### src/rtl/phys_step_sequencer.sv
// rtl/phys_step_sequencer.sv - one-pass read/update/write-back sequencer over the object dynamics RAM
`ifndef DF_DEC
`define DF_DEC 8
`endif
`ifndef OBJ_DYN_WIDTH
`define OBJ_DYN_WIDTH 64
`endif

module phys_step_sequencer #(
  parameter int NUM_OBJ    = 8,
  parameter int ADDR_WIDTH = 4,
  parameter int RD_LATENCY = 2
) (
  input  logic                             sys_clk,
  input  logic                             sys_rst_n,
  input  logic                             start,
  input  logic signed [`DF_DEC+1:0]        time_step,
  input  logic        [ADDR_WIDTH:0]       obj_count,
  output logic                             busy,
  output logic                             done,
  output logic        [ADDR_WIDTH-1:0]     ram_addr,
  output logic                             ram_we,
  output logic        [`OBJ_DYN_WIDTH-1:0] ram_wdata,
  input  logic        [`OBJ_DYN_WIDTH-1:0] ram_rdata,
  output logic        [`OBJ_DYN_WIDTH-1:0] upd_dyn,
  output logic signed [`DF_DEC+1:0]        upd_ts,
  input  logic        [`OBJ_DYN_WIDTH-1:0] upd_result
);

  typedef enum logic [2:0] {
    S_IDLE,
    S_READ,
    S_WAIT,
    S_CAPTURE,
    S_APPLY,
    S_WRITE,
    S_FINISH
  } state_t;

  // Count is one bit wider than the address so NUM_OBJ == 2**ADDR_WIDTH is representable.
  localparam logic [ADDR_WIDTH:0] NUM_OBJ_C = (ADDR_WIDTH+1)'(NUM_OBJ);
  // WAIT exits after RD_LATENCY-1 cycles; the counter starts at 0 on entry.
  localparam logic [1:0]          WAIT_LAST = 2'(RD_LATENCY - 2);

  state_t                     r_state;
  state_t                     w_next;
  logic [ADDR_WIDTH-1:0]      r_idx;
  logic [ADDR_WIDTH:0]        r_cnt;
  logic [1:0]                 r_wait;
  logic signed [`DF_DEC+1:0]  r_ts;
  logic [`OBJ_DYN_WIDTH-1:0]  r_obj;
  logic [`OBJ_DYN_WIDTH-1:0]  r_wb;
  logic [ADDR_WIDTH:0]        w_cnt_clamp;
  logic                       w_last;
  logic                       w_wait_done;

  assign w_cnt_clamp = (obj_count > NUM_OBJ_C) ? NUM_OBJ_C : obj_count;
  assign w_last      = ({1'b0, r_idx} == (r_cnt - (ADDR_WIDTH+1)'(1)));
  assign w_wait_done = (r_wait == WAIT_LAST);

  // The same index addresses both the read and the write-back of an object.
  assign ram_addr = r_idx;
  assign upd_dyn  = r_obj;
  assign upd_ts   = r_ts;

  // State register; reset abandons any step in flight.
  always_ff @(posedge sys_clk or negedge sys_rst_n) begin
    if (!sys_rst_n) begin
      r_state <= S_IDLE;
    end else begin
      r_state <= w_next;
    end
  end

  // Next-state and per-state strobes; only WRITE drives the RAM write port.
  always_comb begin
    w_next    = r_state;
    busy      = 1'b1;
    done      = 1'b0;
    ram_we    = 1'b0;
    ram_wdata = '0;
    case (r_state)
      S_IDLE: begin
        busy = 1'b0;
        if (start) begin
          w_next = (w_cnt_clamp == '0) ? S_FINISH : S_READ;
        end
      end
      S_READ: begin
        w_next = (RD_LATENCY > 1) ? S_WAIT : S_CAPTURE;
      end
      S_WAIT: begin
        if (w_wait_done) begin
          w_next = S_CAPTURE;
        end
      end
      S_CAPTURE: begin
        w_next = S_APPLY;
      end
      S_APPLY: begin
        w_next = S_WRITE;
      end
      S_WRITE: begin
        ram_we    = 1'b1;
        ram_wdata = r_wb;
        w_next    = w_last ? S_FINISH : S_READ;
      end
      S_FINISH: begin
        done   = 1'b1;
        w_next = S_IDLE;
      end
      default: begin
        w_next = S_IDLE;
      end
    endcase
  end

  // Datapath: latch step parameters on an accepted start, move one object word per pass.
  always_ff @(posedge sys_clk or negedge sys_rst_n) begin
    if (!sys_rst_n) begin
      r_idx  <= '0;
      r_cnt  <= '0;
      r_wait <= '0;
      r_ts   <= '0;
      r_obj  <= '0;
      r_wb   <= '0;
    end else begin
      case (r_state)
        S_IDLE: begin
          if (start) begin
            r_ts  <= time_step;
            r_cnt <= w_cnt_clamp;
            r_idx <= '0;
          end
        end
        S_READ: begin
          r_wait <= '0;
        end
        S_WAIT: begin
          r_wait <= r_wait + 2'd1;
        end
        S_CAPTURE: begin
          r_obj <= ram_rdata;
        end
        S_APPLY: begin
          r_wb <= upd_result;
        end
        S_WRITE: begin
          if (!w_last) begin
            r_idx <= r_idx + ADDR_WIDTH'(1);
          end
        end
        default: begin
        end
      endcase
    end
  end

endmodule

### config.mk
export PLATFORM = sky130hd
export DESIGN_NAME = phys_step_sequencer
export DESIGN_NICKNAME = d
export VERILOG_FILES = /design/src/rtl/phys_step_sequencer.sv
export SDC_FILE = /design/constraint.sdc
export NUM_CORES = 1
export LEC_CHECK = 0
export BUFFER_PORTS_ARGS = -buffer_cell sky130_fd_sc_hd__buf_2
export CAP_MARGIN = 5
export CORE_AREA = 4 4 125 127
export DETAILED_ROUTE_END_ITERATION = 16
export DIE_AREA = 0 0 129 131
export MAX_ROUTING_LAYER = met4
export PLACE_DENSITY = 0.86
export SETUP_SLACK_MARGIN = 0.1
export SLEW_MARGIN = 10
export SYNTH_ARGS = -nofsm -noshare
export SYNTH_HDL_FRONTEND = slang
export SYNTH_SLANG_ARGS = --single-unit
### constraint.sdc
create_clock -name sys_clk -period 1.99 [get_ports sys_clk]
set_input_delay 0.0995 -clock sys_clk [delete_from_list [all_inputs] [get_ports sys_clk]]
set_output_delay 0.0995 -clock sys_clk [all_outputs]
set_load 0.005 [all_outputs]
### After elaboration in Yosys (flattened, before gate mapping)

Index checks and enable logic that the tools add are counted.

* logic and storage cells: 43
* input bits: 146
* bits in registers: 152

* add/subtract/negate cells: 3
* muxes and demuxes: 14
* magnitude comparators: 1
* equal/unequal tests: 10
* reductions and logical operators: 8

Operator list (count)
* 64-bit two-way mux: 1
* 3-bit case mux with 6 select lines: 1
* 3-bit two-way mux: 4
* 3-bit equality test (second input constant): 3
* 4-bit two-way mux: 2
* 4-bit case mux with 2 select lines: 1
* 3-bit by 2-bit equality test with 1-bit output (second input constant): 2
* 2-bit inequality test (second input constant): 3
* 4-bit by 5-bit equality test with 1-bit output: 1
* 5-bit by 4-bit greater-than comparator with 1-bit output (second input constant): 1
* 5-bit zero test: 1
* 5-bit two-way mux: 1
* 5-bit by 1-bit subtractor with 5-bit output (second input constant): 1
* 4-bit by 1-bit adder with 4-bit output (second input constant): 1
* 2-bit case mux with 2 select lines: 1
* 2-bit AND reduction: 2
* 2-bit nonzero test: 2
* 3-bit by 1-bit equality test with 1-bit output (second input constant): 1
* 3-bit zero test: 1
* 1-bit two-way mux: 3
* 3-bit AND reduction: 1
* 2-bit by 1-bit adder with 2-bit output (second input constant): 1
* 2-bit zero test: 1

### Longest topological paths before layout

Gate-level depths: netlist of the first run.

* depth in word-level cells: 6
* depth in mapped cells: 7
* gate-level depth less buffers: 7

### Least setup slack after synthesis of the first run

Ideal clock, no wire load.

* path kind: flip-flop to flip-flop
* start: reg r_cnt[0]
* end: reg r_idx[1], in the netlist ram_addr[1]
* arrival time: 1563 ps
* cell stages (with the launch flop): 8
* library setup time: 122 ps
* slack: 305 ps
* cell sequence: dfrtp_1 > inv_1 > ha_1 > inv_2 > o31ai_1 > nand4_1 > or2_4 > a32o_1

* word-level cells in the longest chain between the ends: 4

Ends and longest elaborated chain
* start, declared: line 48 `logic [ADDR_WIDTH:0] r_cnt;`
* start signal, assigned: line 132 `r_cnt <= w_cnt_clamp;`
* 5-bit by 1-bit subtractor with 5-bit output: line 58 `assign w_last = ({1'b0, r_idx} == (r_cnt - (ADDR_WIDTH+1)'(1)));`
* 4-bit by 5-bit equality test with 1-bit output: line 58
* 2-bit inequality test (no line)
* 3-bit AND reduction (no line)
* end signal, assigned: line 150 `r_idx <= r_idx + ADDR_WIDTH'(1);`
* end, declared: line 47 `logic [ADDR_WIDTH-1:0] r_idx;`

Every way passes these cells.
A chain may end at the register's enable or synchronous reset.

### Final worst setup path of the first run

* start: reg r_cnt[0]
* end: reg r_state[1]

* word-level cells in the longest chain between the ends: 4

Ends and longest elaborated chain
* 5-bit by 1-bit subtractor with 5-bit output: line 58
* 4-bit by 5-bit equality test with 1-bit output: line 58
* 3-bit two-way mux: line 106 `w_next = w_last ? S_FINISH : S_READ;`
* 3-bit case mux with 6 select lines: line 82 `case (r_state)`
* end signal, assigned: line 71 `r_state <= w_next;`
* end, declared: line 45 `state_t r_state;`

Every way passes these cells.

==> results of run 1 <==
==> cell usage in the layout, fill, tap and decap left out, types with 2 or more instances in the layout <==
cell,count
and3_1,2
nand3_4,2
o21ai_0,10
inv_6,6
mux2_1,5
inv_1,7
dlygate4sd3_1,142
clkbuf_16,17
buf_12,7
dfrtp_2,2
xnor2_1,2
clkinv_2,3
and2_1,66
xor2_1,3
buf_2,289
nand2_1,13
buf_4,16
bufinv_16,3
nor3_1,5
a21oi_1,3
dfrtp_1,150
o211a_1,2
nor2_1,3
ha_1,2
inv_2,3
mux2_2,133
==> cell type report <==
type,count,area [µm²],area share (%)
clock buffers,19,443,4.29
clock inverters,13,165,1.60
inverters,11,46.3,0.448
multi-input cells,273,2470,23.9
flip-flops and latches,152,3810,36.9
well taps,184,230,2.23
repair buffers,456,3170,30.7
==> through the flow <==
stage               power (W)  std cells
detailed placement    0.00378        926
floorplan             0.00345        462
finish                0.00728       1108
CTS                   0.00731       1103
global placement      0.00375        926
global route          0.00759       1108
==> worst paths after layout <==
kind                               end  slack, ps  cells after the start
hold / removal                r_cnt[0]         80                      4
setup / recovery            r_state[1]        200                      7
setup reg to reg            r_state[1]        200                      7
hold reg to reg               r_wb[11]        490                      1
max in group asynchronous      r_wb[1]       1150                      3
min in group asynchronous  upd_dyn[14]        220                      2
==> repair_timing <==
action,4_1_cts,5_1_grt
hold endpoints to repair,189,0
gates resized for setup,5,8
hold buffers,142,0
cloned,1,0
pin swaps,0,3
endpoints found under the setup margin,62,32
setup buffers,2,5
==> registers in the layout, summed over array words and instances (netlist names) <==
| signal | flops |
|---|---|
| r_wb | 64 |
| upd_dyn | 64 |
| upd_ts | 10 |
| r_cnt | 5 |
| ram_addr | 4 |
| r_state | 3 |
| r_wait | 2 |
==> cell families (layout without fill, tap and decap cells) <==
| family | count (synthesis) | in the layout | share of synthesized area [%] |
|---|---|---|---|
| AOI/OAI and AO/OA | 28 | 28 | 3.10 |
| xor gates and xnor gates | 5 | 5 | 0.677 |
| adders and majority gates | 3 | 3 | 0.581 |
| buffers and inverters | 37 | 499 | 3.62 |
| DFF | 152 | 152 | 58.8 |
| muxes | 139 | 139 | 24.2 |
| and+or+nand+nor | 98 | 98 | 9.00 |
==> power breakdown <==
group          internal [W]  switching (W)  leakage (nW)
clock network       0.00202        0.00130         0.299
logic              0.000431       0.000240          2.97
registers           0.00322      0.0000694          1.80
==> worst reg2reg max path: cells and delay by family (launching register included) <==
| family | cells | cell delay [ps] |
|---|---|---|
| buffers and inverters | 2 | 150 |
| AO/OA/AOI/OAI | 2 | 480 |
| adder cells (fa/ha/maj) | 1 | 140 |
| flip-flops | 1 | 410 |
| AND/OR/NAND/NOR | 2 | 520 |
==> per-layer routing <==
| layer | routed length [µm] | vias to the layer above | part of all wire, % |
|---|---|---|---|
| met5 | 0 | - | 0 |
| met4 | 713 | 0 | 3.5 |
| met3 | 1250 | 59 | 6.1 |
| met2 | 10900 | 255 | 54 |
| met1 | 7500 | 2702 | 37 |
| li1 | - | 2501 | - |
==> qor.yml, run 1 <==
vias: 5517
drt_wl_total_um: 20400
crit_chain: "inv_1 > ha_4 > inv_2 > o31ai_2 > nand4_1 > or2_4 > a221oi_2"
critical_path_buf_inv_count: 2
grt_util_met1_pct: 26.5
setup.worst_path.start: "r_cnt[0]"
skew_ps: 9.06
startpoint_type: "register"
numCtsBuffers: 17
finalSetupViolCount: 0
finalHoldViolations: 0
min_from: "obj_count[3]"
nNetsFinal: 1060
drc: 0
cp_max_fo: 4
cts_tree: "yes"
synth.area.top_cells: "dfrtp_1 59%, mux2_2 23%, and2_1 6.4%"
crit_family: "simple AND/OR/NAND/NOR gates"
core_um2: 14400
viasPerCell: 4.98
fin_ws_ps: 203
worst_pin_slew_ps: 533
drive_above_1_share_pct: 53.5
synth.most_common_cell: "dfrtp_1"
num-fill-cells: 907
place_area_um2: 8180
clk_latency_ps: 410
synthCells: 462
antenna_found_initial: 0
yosys-top-cells-count: "152 x dfrtp_1, 133 x mux2_2, 66 x and2_1, 13 x nand2_1, 11 x buf_6"
syn_avg_cell_area_um2: 14.0
final_util_pct: 71.6
use_met2_pct: 43.7
hpwlAfterDp_um: 11900
dr.pass1.iters: 4
clock-sinks: 152
cts.root.buffer_cell: "clkbuf_16"
place_congestion: 0.830
period_needed_ps: 1790
synth_edf_count: 0
critPathCaptureType: "register"
syn-cell-area_um2: 6460
synth_ff_type: "dfrtp_1"
slew_headroom_pct: 64.3
grt_max_degree: 52
grt_setup_unrepaired: "false"
dieWidth_um: 129
leakagePower_nw: 5.07
synth_top_cell_area_share_pct: 58.8
start_util_pct: 44.8
whs_ps: 83.0
ys_types: 41
dieArea_um2: 16900
grt-busiest-layer: "met2"
die_height_um: 131
yosysSeqAreaShare_pct: 58.8
clkSlewWorstSetupHoldPaths_ps: 60
wl_per_cell_um: 18.4
grtUsageTotal_pct: 24.9
place_ws_ps: 134
met3_usage_pct: 5.61
dr.first_iter.drc_count: 236
antenna_cells: 0
io_buffer_count: 290
yosysTopAreaCell: "dfrtp_1"
status: "completed"
final_area_um2: 10300
clockBufferDepth: 2
peakVddDrop_uv: 578
cp_slowest_cell: "dfrtp_1"
area_growth_pct: 59.7
worst_hold_path_type: "input pin to register"
period_share_pct: 89.8
slew_violations: 0
ios: 291
synthArstFlopShare_pct: 100
r2r_start: "r_cnt[0]"
grt_pass1_wl_um: 31300
setup_tns_ps: 0
grt_overflow: 0
rows: 44
powerDensity_nw_per_um2: 705
worstPathArrival_ps: 2100
clock.fmax_mhz: 560
crit_path_max_incr_delay_ps: 410
cap_violations: 0
crit_type: "register to register"
yosys_warnings: 0
cp.required_ps: 2300
ant_nets: 0
htree_levels: 4
ys_ff_latch: 152
grt_pass1_vias: 6206
synth_nets: 611
Note: power is estimated with default switching activity, not from simulation.
==> run 2, diff against run 1 <==
--- a/config.mk
+++ b/config.mk
@@ -7,11 +7,11 @@
 export LEC_CHECK = 0
 export BUFFER_PORTS_ARGS = -buffer_cell sky130_fd_sc_hd__buf_2
 export CAP_MARGIN = 5
-export CORE_AREA = 4 4 125 127
+export CORE_AREA = 2 2 123 125
 export DETAILED_ROUTE_END_ITERATION = 16
-export DIE_AREA = 0 0 129 131
+export DIE_AREA = 0 0 125 127
 export MAX_ROUTING_LAYER = met4
-export PLACE_DENSITY = 0.86
+export PLACE_DENSITY = 0.76
 export SETUP_SLACK_MARGIN = 0.1
 export SLEW_MARGIN = 10
 export SYNTH_ARGS = -nofsm -noshare
==> run 2 against run 1 <==
- sequential cell count stayed put
- worst hold slack worse by 33 ps
- critical path type unchanged
- sequential power hardly changed
- total power is 3.1% lower
- sequential share of layout area is 0.37 points higher
- highest routed layer unchanged
- register-to-register slack worse by 40 ps
- largest cell class unchanged
- die area is 6.1% lower
- combinational power is 2% lower
- design area is 0.96% lower
==> qor.yml, run 2 (synthesis results as in run 1) <==
status: "completed"
leakagePower_nw: 5.00  # -1.4%
dieArea_um2: 15900  # -6.1%
grt_pass1_wl_um: 30300  # -3.2%
wl_per_cell_um: 17.6  # -4.3%
powerDensity_nw_per_um2: 690  # -2.2%
crit_type: "register to register"
worst_hold_path_type: "input pin to register"
io_buffer_count: 290  # unchanged
grt_overflow: 0  # unchanged
worstHoldEndpoint: "r_cnt[1]"
clkSlewWorstSetupHoldPaths_ps: 60  # about the same
place_area_um2: 8120  # -0.76%
cp_slowest_cell: "dfrtp_1"
grt_setup_unrepaired: "true"
grtUsageTotal_pct: 25.0  # +0.18 points
area_growth_pct: 58.2
cts.root.buffer_cell: "clkbuf_16"
reg2reg_to: "r_state[1]"
core_um2: 14400  # unchanged
layout_commonest_cell: "buf_2"
dieWidth_um: 125  # -3.1%
post-place-cells: 921  # -0.54%
crit_chain: "inv_1 > ha_2 > inv_2 > o31ai_4 > nand4_1 > or2_4 > a221oi_2"
skew_ps: 7.89  # -1.17 ps
period_needed_ps: 1830  # +39.3 ps
nNetsFinal: 1057  # -0.28%
startpoint_type: "register"
ios: 291  # unchanged
place_congestion: 0.861  # +3.7%
reg2reg_depth: 7  # unchanged
num-fill-cells: 927  # +2.2%
multi_input_area_um2: 2460  # -0.25%
regArea_um2: 3810  # about the same
vias: 5563  # +0.83%
drive_above_1_share_pct: 53.3  # -0.20 points
fin_cells: 1104  # -0.36%
period_share_pct: 91.8  # +2.0 points
drc: 0  # unchanged
setup_tns_ps: 0  # unchanged
clock-sinks: 152  # unchanged
clk_latency_ps: 420  # about the same
clock.fmax_mhz: 548  # -2.2%
worstPathArrival_ps: 2150  # +50 ps
cp.required_ps: 2310  # about the same
numCtsBuffers: 17  # unchanged
cp_max_fo: 5  # +1
finalSetupViolCount: 0  # unchanged
die_height_um: 127  # -3.1%
htree_levels: 4  # unchanged
whs_path_depth: 4  # unchanged
r2r_start: "r_cnt[0]"
cap_violations: 0  # unchanged
hpwlAfterDp_um: 11600  # -2.9%
drt_wl_total_um: 19500  # -4.6%
start_util_pct: 44.8  # unchanged
critPathCaptureType: "register"
peakVddDrop_uv: 550  # -4.8%
final_util_pct: 70.9  # -0.69 points
crit_path_max_incr_delay_ps: 390  # -20 ps
rows: 44  # unchanged
cts_tree: "yes"
final_cell_mix: "289 x buf_2, 149 x dfrtp_1, 142 x dlygate4sd3_1"
dr.pass1.iters: 4  # unchanged
antenna_cells: 0  # unchanged
min_from: "obj_count[3]"
worst_pin_slew_ps: 470  # -62.9 ps
slew_headroom_pct: 68.6  # +4.3 points
finalHoldViolations: 0  # unchanged
final_area_um2: 10200  # -0.96%
r2r_setup_slack_ps: 160  # -40 ps
viasPerCell: 5.04  # +1.2%
dr.first_iter.drc_count: 225  # -4.7%
whs_ps: 50.0  # -33.0 ps
clockBufferDepth: 2  # unchanged
slew_violations: 0  # unchanged
grt_pass1_vias: 6103  # -1.7%
grt_max_degree: 63  # +21%
antenna_found_initial: 0  # unchanged
ant_nets: 0  # unchanged
[run 2: cell types whose count changed in the layout (fill, tap and decap cells not counted), moves of 2 or more]
cell,change
clkbuf_1,+2
buf_4,-2
clkinvlp_4,+3
buf_12,-2
inv_6,-5
[run 2: through the flow]
stage	setup slack (ps)	power (W)
floorplan	305	0.00345
global placement	209	0.00374
detailed placement	132	0.00377
CTS	116	0.00708
global route	66.3	0.00734
finish	164	0.00706
[run 2: layout make-up]
class,instances,share of cell area (%)
clock buffer,20,4.27
timing repair buffer,453,30.5
tap,184,2.25
clock inverter,11,1.24
sequential,152,37.2
inverter,11,0.428
multi-input combinational,273,24.1
[run 2: worst max path at each step]
stage	depth (start not counted)	start	endpoint
floorplan	7	r_cnt[0]	ram_addr[1]
global placement	7	r_cnt[0]	ram_addr[1]
detailed placement	7	r_cnt[0]	ram_addr[1]
CTS	5	r_state[0]	ram_wdata[4]
global route	7	r_cnt[1]	r_state[1]
finish	7	r_cnt[0]	r_state[1]
[run 2: report_power, final]
group	switching, W	internal (W)	leakage (nW)
Sequential	0.0000678	0.00322	1.79
Combinational	0.000228	0.000429	2.94
Clock	0.00127	0.00184	0.262
Total	0.00156	0.00549	5.00
[run 2: timing repair]
item,CTS,global route
gates resized for setup,6,6
hold endpoints to repair,189,0
cloned,0,1
setup buffers,2,7
endpoints found under the setup margin,66,59
hold buffers,142,0
pin swaps,1,2
[run 2: routing by layer]
layer	vias up	share of wire (%)	global-route usage (%)	wire (µm)
met1	2735	36	25.7	7070
met3	68	6.8	7.04	1330
met4	0	4.3	13.7	834
met5	-	0	-	0
met2	267	53	43.5	10200
li1	2493	-	-	-
[run 2: worst max-delay path, delay by kind of cell (launching register included)]
kind,cells,cell delay (ps)
flops,1,390
simple gates,2,540
fa+ha+maj,1,200
compound gates,2,480
buf+inv,2,120
==> run 3, diff against run 2 <==
--- a/config.mk
+++ b/config.mk
@@ -7,11 +7,10 @@
 export LEC_CHECK = 0
 export BUFFER_PORTS_ARGS = -buffer_cell sky130_fd_sc_hd__buf_2
 export CAP_MARGIN = 5
-export CORE_AREA = 2 2 123 125
+export CORE_AREA = 2 2 139 141
 export DETAILED_ROUTE_END_ITERATION = 16
-export DIE_AREA = 0 0 125 127
+export DIE_AREA = 0 0 141 143
 export MAX_ROUTING_LAYER = met4
-export PLACE_DENSITY = 0.76
 export SETUP_SLACK_MARGIN = 0.1
 export SLEW_MARGIN = 10
 export SYNTH_ARGS = -nofsm -noshare
==> run 3 against run 2 <==
- critical path depth unchanged
- clock skew about the same
- cell count up 4.2%
- sequential cell count unchanged
- critical path type unchanged
- critical endpoint unchanged
- largest cell class unchanged
- highest routed layer unchanged
==> qor.yml, run 3 (synthesis results as in run 1) <==
status: "completed"
cts.root.buffer_cell: "clkbuf_16"
dr.first_iter.drc_count: 199  # -12%
clock-sinks: 152  # unchanged
powerDensity_nw_per_um2: 705  # +2.2%
clock.fmax_mhz: 557  # +1.8%
wl_per_cell_um: 16.1  # -8.9%
grt_max_degree: 52  # -17%
clk_latency_ps: 420  # about the same
cp_max_fo: 4  # -1
dr.pass1.iters: 4  # unchanged
grt_pass1_wl_um: 28300  # -6.7%
fin_cells: 1150  # +4.2%
place_congestion: 0.822  # -4.6%
grt_pass1_vias: 5709  # -6.5%
dieArea_um2: 20200  # +27%
post-place-cells: 972  # +5.5%
rows: 50  # +14%
startpoint_type: "register"
hpwlAfterDp_um: 11800  # +1.6%
cap_violations: 0  # unchanged
skew_ps: 7.77  # -0.120 ps
clockBufferDepth: 2  # unchanged
worst_hold_path_type: "input pin to register"
leakagePower_nw: 5.01  # +0.25%
grt_setup_unrepaired: "true"
htree_levels: 4  # unchanged
grtUsageTotal_pct: 18.5  # -6.5 points
worst_pin_slew_ps: 511  # +40.4 ps
drt_wl_total_um: 18500  # -5.2%
critPathCaptureType: "register"
vias: 5356  # -3.7%
peakVddDrop_uv: 550  # about the same
io_buffer_count: 290  # unchanged
finalHoldViolations: 0  # unchanged
ios: 291  # unchanged
period_needed_ps: 1790  # -31.9 ps
period_share_pct: 90.2  # -1.6 points
place_ws_ps: 132  # -0.142 ps
drive_above_1_share_pct: 52.9  # -0.31 points
final_cell_mix: "289 x buf_2, 149 x dfrtp_1, 142 x dlygate4sd3_1"
die_height_um: 143  # +13%
clkSlewWorstSetupHoldPaths_ps: 60  # about the same
cp.required_ps: 2310  # about the same
crit_type: "register to register"
finalSetupViolCount: 0  # unchanged
setup_tns_ps: 0  # unchanged
antenna_found_initial: 0  # unchanged
ant_nets: 0  # unchanged
fin_ws_ps: 196  # +31.9 ps
layout_commonest_cell: "buf_2"
grt_overflow: 0  # unchanged
nNetsFinal: 1052  # -0.47%
numCtsBuffers: 17  # unchanged
start_util_pct: 34.8  # -10 points
worstPathArrival_ps: 2120  # -30 ps
cts_tree: "yes"
antenna_cells: 0  # unchanged
slew_violations: 0  # unchanged
slew_headroom_pct: 66.0  # -2.7 points
area_growth_pct: 59.8
dieWidth_um: 141  # +13%
viasPerCell: 4.66  # -7.6%
core_um2: 18600  # +29%
power_w: 0.00729  # +3.2%
drc: 0  # unchanged
## run 3: cell count changes in the layout (fill, tap and decap cells not counted), sizes merged
| cell | delta |
|---|---|
| inv | +2 |
| bufinv | +1 |
| clkinv | -2 |
| buf | -6 |
| clkinvlp | +1 |
## run 3: area by class of cell
class	count	area, µm²
sequential	152	3810
multi-input combinational	273	2450
clock inverter	13	168
timing repair buffer	448	3120
inverter	11	46.3
clock buffer	19	443
fill	1520	8250
tap	234	293
## run 3: timing repair
action,4_1_cts,5_1_grt
endpoints found under the setup margin,65,67
pin swaps,0,1
endpoints found under the hold margin,187,0
hold buffers,142,0
resized for setup,4,6
setup buffers,1,1
cloned,0,2
## run 3: worst paths after layout
check	depth (start not counted)	slack (ps)	endpoint	from
min in group asynchronous	2	200	r_wait[1]	sys_rst_n
setup / recovery	7	200	r_state[1]	r_cnt[0]
hold reg to reg	1	480	r_wb[13]	r_wb[13]
setup reg to reg	7	200	r_state[1]	r_cnt[0]
hold / removal	4	30	r_cnt[0]	obj_count[3]
max in group asynchronous	3	1100	r_wb[37]	sys_rst_n
## run 3: metal layers
layer  global-route usage, %  part of all wire (%)  vias to the layer above
met5                       -                     0                        -
met4                    7.21                   2.3                        0
met3                    4.26                   5.2                       32
met2                    32.6                    52                      203
met1                    20.4                    40                     2648
li1                        -                     -                     2473
## run 3: per-stage QoR
stage,hold slack [ps],util (%),area [µm²]
CTS,12.8,55.2,10300
global placement,79.5,44.2,8210
finish,31.4,55.6,10300
global route,48.9,55.6,10300
floorplan,-196,-,6460
detailed placement,88.9,44.2,8210
## run 3: power by group
| group | switching, W | total, W | leakage, nW | internal (W) |
|---|---|---|---|---|
| Sequential | 0.0000615 | 0.00328 | 1.79 | 0.00322 |
| Clock | 0.00133 | 0.00335 | 0.283 | 0.00202 |
| Combinational | 0.000219 | 0.000647 | 2.93 | 0.000428 |
| Total | 0.00161 | 0.00729 | 5.01 | 0.00567 |
## run 3: critical path, cell delays in order, from the launching register on
cell	delay, ps
dfrtp_1	420
inv_1	80
ha_1	200
inv_2	40
o31ai_1	230
nand4_1	180
or2_4	320
a221oi_2	240
